--- config.mk ---
export PLATFORM = sky130hd
export DESIGN_NAME = btn_event_queue
export DESIGN_NICKNAME = d
export VERILOG_FILES = /design/src/rtl/btn_event_queue.sv
export SDC_FILE = /design/constraint.sdc
export NUM_CORES = 1
export LEC_CHECK = 0
export ABC_AREA = 1
export CELL_PAD_IN_SITES_DETAIL_PLACEMENT = 1
export CELL_PAD_IN_SITES_GLOBAL_PLACEMENT = 2
export CORE_MARGIN = 8
export CORE_UTILIZATION = 37
export DETAILED_ROUTE_END_ITERATION = 6
export DONT_BUFFER_PORTS = 1
export GPL_ROUTABILITY_DRIVEN = 0
export PLACE_DENSITY_LB_ADDON = 0.1
export REMOVE_ABC_BUFFERS = 1
export SLEW_MARGIN = 20
export SYNTH_ARGS = -nofsm -noshare
export SYNTH_HDL_FRONTEND = slang
export SYNTH_SLANG_ARGS = --single-unit
export TNS_END_PERCENT = 30
--- constraint.sdc ---
create_clock -name clk -period 2.8 [get_ports clk]
set_input_delay 0.56 -clock clk [delete_from_list [all_inputs] [get_ports clk]]
set_output_delay 0.56 -clock clk [all_outputs]
set_load 0.005 [all_outputs]
--- src/rtl/btn_event_queue.sv ---
`default_nettype none
// ============================================================================
// Module   : btn_event_queue
// Purpose  : Collects one-cycle debounced press pulses from up to 2**CODE_W
//            buttons and turns them into a FIFO of button-index event codes.
//            Pulses are first latched in a per-button pending register.
//            Pending bits are then served lowest index first into a small
//            circular FIFO. Any press that cannot be recorded sets a sticky
//            overflow flag.
// Ports    : clk        - system clock
//            nrst       - asynchronous active-low reset
//            btn_pulse  - one-cycle press pulses, bit i = button i
//            evt_ready  - consumer accepts the head event this cycle
//            ovf_clr    - clears the sticky overflow flag
//            evt_valid  - FIFO non-empty
//            evt_code   - button index at the FIFO head (0 while empty)
//            count      - number of FIFO entries, 0..DEPTH
//            ovf        - sticky: at least one event was lost
// Revision : 1.0 - initial release
// ============================================================================
module btn_event_queue #(
    parameter int CODE_W = 3,
    parameter int DEPTH  = 4,
    parameter int CNT_W  = 3
) (
    input  logic                   clk,
    input  logic                   nrst,
    input  logic [2**CODE_W-1:0]   btn_pulse,
    input  logic                   evt_ready,
    input  logic                   ovf_clr,
    output logic                   evt_valid,
    output logic [CODE_W-1:0]      evt_code,
    output logic [CNT_W-1:0]       count,
    output logic                   ovf
);

    localparam int               NUM_BTN = 2**CODE_W;
    localparam int               PTR_W   = (DEPTH > 1) ? $clog2(DEPTH) : 1;
    localparam logic [CNT_W-1:0] C_DEPTH = CNT_W'(DEPTH);

    // ------------------------------------------------------------------------
    // State
    // ------------------------------------------------------------------------
    logic [NUM_BTN-1:0] pending_q, pending_d;
    logic [PTR_W-1:0]   wr_ptr_q,  wr_ptr_d;
    logic [PTR_W-1:0]   rd_ptr_q,  rd_ptr_d;
    logic [CNT_W-1:0]   count_q,   count_d;
    logic               ovf_q,     ovf_d;
    logic [CODE_W-1:0]  mem_q [DEPTH];

    // ------------------------------------------------------------------------
    // Combinational control
    // ------------------------------------------------------------------------
    logic               w_pop;
    logic               w_push;
    logic [CODE_W-1:0]  w_push_sel;
    logic [NUM_BTN-1:0] w_push_mask;
    logic [NUM_BTN-1:0] w_drop;

    // Pop is decided only from registered state plus evt_ready, so evt_ready
    // never reaches evt_valid/evt_code combinationally.
    assign w_pop = (count_q != '0) && evt_ready;

    // A pop in the same cycle frees a slot, so a full FIFO can still accept.
    assign w_push = (pending_q != '0) && ((count_q < C_DEPTH) || w_pop);

    // Lowest set pending index: scan from the top so the lowest wins.
    always_comb begin
        w_push_sel = '0;
        for (int i = NUM_BTN - 1; i >= 0; i--) begin
            if (pending_q[i]) begin
                w_push_sel = CODE_W'(i);
            end
        end
    end

    assign w_push_mask = w_push ? (NUM_BTN'(1) << w_push_sel) : '0;

    // A pulse on a bit that is pending and not leaving this cycle has no
    // place to go. A pulse on the bit being pushed simply re-arms it.
    assign w_drop = btn_pulse & pending_q & ~w_push_mask;

    always_comb begin
        pending_d = (pending_q & ~w_push_mask) | btn_pulse;

        wr_ptr_d  = w_push ? wr_ptr_q + PTR_W'(1) : wr_ptr_q;
        rd_ptr_d  = w_pop  ? rd_ptr_q + PTR_W'(1) : rd_ptr_q;

        count_d   = count_q;
        case ({w_push, w_pop})
            2'b10:   count_d = count_q + CNT_W'(1);
            2'b01:   count_d = count_q - CNT_W'(1);
            default: count_d = count_q;
        endcase

        // Set has priority over clear.
        ovf_d = ovf_q;
        if (ovf_clr) begin
            ovf_d = 1'b0;
        end
        if (w_drop != '0) begin
            ovf_d = 1'b1;
        end
    end

    // ------------------------------------------------------------------------
    // Registers
    // ------------------------------------------------------------------------
    always_ff @(posedge clk or negedge nrst) begin
        if (!nrst) begin
            pending_q <= '0;
            wr_ptr_q  <= '0;
            rd_ptr_q  <= '0;
            count_q   <= '0;
            ovf_q     <= 1'b0;
        end else begin
            pending_q <= pending_d;
            wr_ptr_q  <= wr_ptr_d;
            rd_ptr_q  <= rd_ptr_d;
            count_q   <= count_d;
            ovf_q     <= ovf_d;
        end
    end

    // Storage is not reset; the head is masked while empty instead.
    always_ff @(posedge clk) begin
        if (w_push) begin
            mem_q[wr_ptr_q] <= w_push_sel;
        end
    end

    // ------------------------------------------------------------------------
    // Outputs
    // ------------------------------------------------------------------------
    assign evt_valid = (count_q != '0);
    assign evt_code  = evt_valid ? mem_q[rd_ptr_q] : '0;
    assign count     = count_q;
    assign ovf       = ovf_q;

endmodule
`default_nettype wire

==> metrics.md <==
| Metric | Value |
|---|---|
| Max VDD drop | 0.0002014 V |
| Crit end category | register |
| Worst-skew pair later-pin latency | 0.27 ns |
| Largest area contributor in the netlist | dfrtp_1 |
| Hold Startpoint | btn_pulse[1] |
| Antenna violations before repair | 0 |
| Largest net degree at the start of global routing | 17 |
| WP data required | 2.95 ns |
| Netlist cell types | 25 |
| DRT Pass-1 Iters | 2 |
| Die height | 80.00 um |
| Crit path DAT | 2.38 ns |
| First-pass GRT wire length | 5368 um |
| Total track usage | 10.46% |
| Ant diodes | 0 |
| Hold crit path type | in -> reg |
| FP Rows | 23 |
| DR iter-0 viols | 14 |
| Total grt overflow | 0 |
| Vias | 1051 |
| Reg2reg end | count[2] |
| Max-Cap Viols | 0 |
| Hold Path Sink | pending_q[1] |
| Clock skew | 0.003117 ns |
| Mapped Avg Cell Area | a little under 9 um^2 |
| DR vias/cell | 4.650 |
| F_max | approximately 450 MHz |
| DRT antenna net count | 0 |
| Status | finished, final reports clean |
| Post-Syn Instances | around 170 |
| Worst hold stages | 1 |
| PortBufs | 0 |
| Slew headroom | 45.76% |
| Ports | 20 |
| Final hold violation count | 0 |
| Primary FF master, synth | dfrtp_1 |
| Setup CP Type | reg -> reg |
| Reg2reg start | pending_q[5] |
| Clock transition at path regs | approximately 0.090 ns |
| Count of final setup violators | 0 |
| CTS Hold Bufs | 1 |
| CTS root buf | clkbuf_8 |
| Post-CTS Setup Bufs | 0 |
| Wire per inst | about 14 um |
| Vias in the first global route | 1225 |
| P&R area growth vs syn | 7.432% |
| Layout fillers | 487 |
| Core ar. | just under 4000 um^2 |
| Final Cycle Share | 79.41% |
| Mapped Area | between 1500 and 2000 um^2 |
| Layout cells sized above 1 | 13.07% |
| Synth async-reset ratio | a little under three fifths |
| Crit-path cells | nor2_2 -> nand3_1 -> o21ai_4 -> ha_1 -> inv_1 -> fa_1 -> a21oi_1 -> o21ai_0 -> xor2_1 |
| Number of synthesized flops with an enable pin | 12 |
| Total power | 1.331 mW |
| Initial Util | 38.15% |
| Fin crit period | about 2.2 ns |
| # DRC | 0 |
| Slowest-stage cell, CP | dfrtp_1 |
| R2R cell count | 9 |
| Largest cells by area after synthesis | dfrtp_1 (26%), edfxtp_1 (24%), nand2_1 (7.7%) |
| Clock sinks | 28 |
| RSZ-0062 raised after global routing | no |
| Pwr/cell area | slightly above 800 nW/um^2 |
| Setup_tns | 0 ns |
| Post-CTS sizing | 0 |
| CTS Buf Count | 3 |
| H-tree lvl count | 1 |
| Synth top area share | 26.42% |
| #FFs+latches synth | 28 |
| Die area | 6399 um^2 |
| Die X | 80.00 um |
| Nets | 195 |
| Setup crit start kind | register |
| Most common library cells after synthesis | nand2_1 (31), inv_1 (28), nor2_1 (24) |
| Reg-to-reg slack, setup | 0.58 ns |
| Post-synthesis sequential area ratio | 50.21% |
| CP max FO | 8 |
| CTS max path bufs | 2 |
| Yosys warns | 0 |
| Top-count cell post-synth | nand2_1 |
| Routed WL | 3076 um |
| Pins over their slew limit | 0 |
| TritonCTS clock tree | yes |
| Slew @ Worst Pin | 0.8110 ns |
| Worst stage delay on the critical path | 0.43 ns |
| LEAKAGE | 0.7897 nW |
| DP HPWL | 2542 um |
==> where the power goes <==
part	switching [mW]	leakage (nW)	internal (mW)
sequential	0.0936	0.277	0.562
clock	0.121	0.0228	0.102
combinational	0.290	0.490	0.161
total	0.505	0.790	0.825
==> metrics by stage <==
| step | hold slack (ns) | instances | utilization (%) | worst slack [ns] | instance area [um^2] |
|---|---|---|---|---|---|
| after floorplan | 0.2644 | 171 | - | 0.7533 | 1510 |
| after global placement | 0.2652 | 221 | 39.60 | 0.6404 | 1573 |
| after detailed placement | 0.2652 | 221 | 39.60 | 0.5906 | 1573 |
| after CTS | 0.3665 | 226 | 40.99 | 0.5744 | 1628 |
| after global routing | 0.3641 | 226 | 40.99 | 0.2631 | 1628 |
| final | 0.3749 | 226 | 40.99 | 0.5765 | 1628 |
==> kinds of logic after synthesis <==
family                   synth area share [%]
flip-flops                              50.21
adder cells (fa/ha/maj)                 5.450
AO/OA/AOI/OAI                           10.65
buffers and inverters                   9.248
XOR/XNOR                                2.313
AND/OR/NAND/NOR                         22.13
==> worst max-delay path, delay by kind of cell, from the launching register on <==
family | cells | cell delay [ns]
buf+inv | 1 | 0.06
fa+ha+maj | 2 | 0.56
flops | 1 | 0.43
compound gates | 3 | 0.54
xor+xnor | 1 | 0.15
simple gates | 2 | 0.35
==> cell usage in the layout (no fill, tap or decap), drive strengths merged <==
cell type and n:
xor2 3, clkbuf 4, ha 5, nand2 33, edfxtp 12, a21o 7
a21oi 6, nor3 2, a31oi 1, fa 1, dfrtp 16, xnor2 1
o21ai 10, inv 36, dlygate4sd3 1, nor2 30, nand3 8
==> registers in the layout, indices dropped and copies added (netlist names) <==
register,count
mem_q,12
pending_q,8
count,3
rd_ptr_q,2
wr_ptr_q,2
ovf,1
==> layout make-up <==
class                           instances  area [um^2]  share of cell area, %
Clock buffer                            4        45.04                  2.767
Inverter                               36        135.1                  8.301
Multi-Input combinational cell        107        614.3                  37.74
Sequential cell                        28        760.7                  46.73
Tap cell                               50        62.56                  3.843
Timing Repair Buffer                    1        10.01                 0.6149
==> per-layer routing <==
| layer | up-vias | wire length, um | part of all wire, % | global-route usage, % |
|---|---|---|---|---|
| met5 | - | 0 | 0 | 0 |
| met4 | 0 | 22 | 0.72 | 3.273 |
| met3 | 2 | 154 | 5.0 | 2.703 |
| met2 | 12 | 1656 | 54 | 19.73 |
| met1 | 498 | 1243 | 40 | 10.89 |
| li1 | 539 | - | - | - |
==> worst max path at each step <==
| stage | cells after the start | to | from |
|---|---|---|---|
| floorplan | 9 | count[2] | pending_q[5] |
| global placement | 9 | count[2] | pending_q[5] |
| detailed placement | 9 | count[2] | pending_q[5] |
| CTS | 9 | count[2] | pending_q[5] |
| global route | 9 | count[2] | pending_q[5] |
| finish | 9 | count[2] | pending_q[5] |
Power figures use the tool's default switching activity.
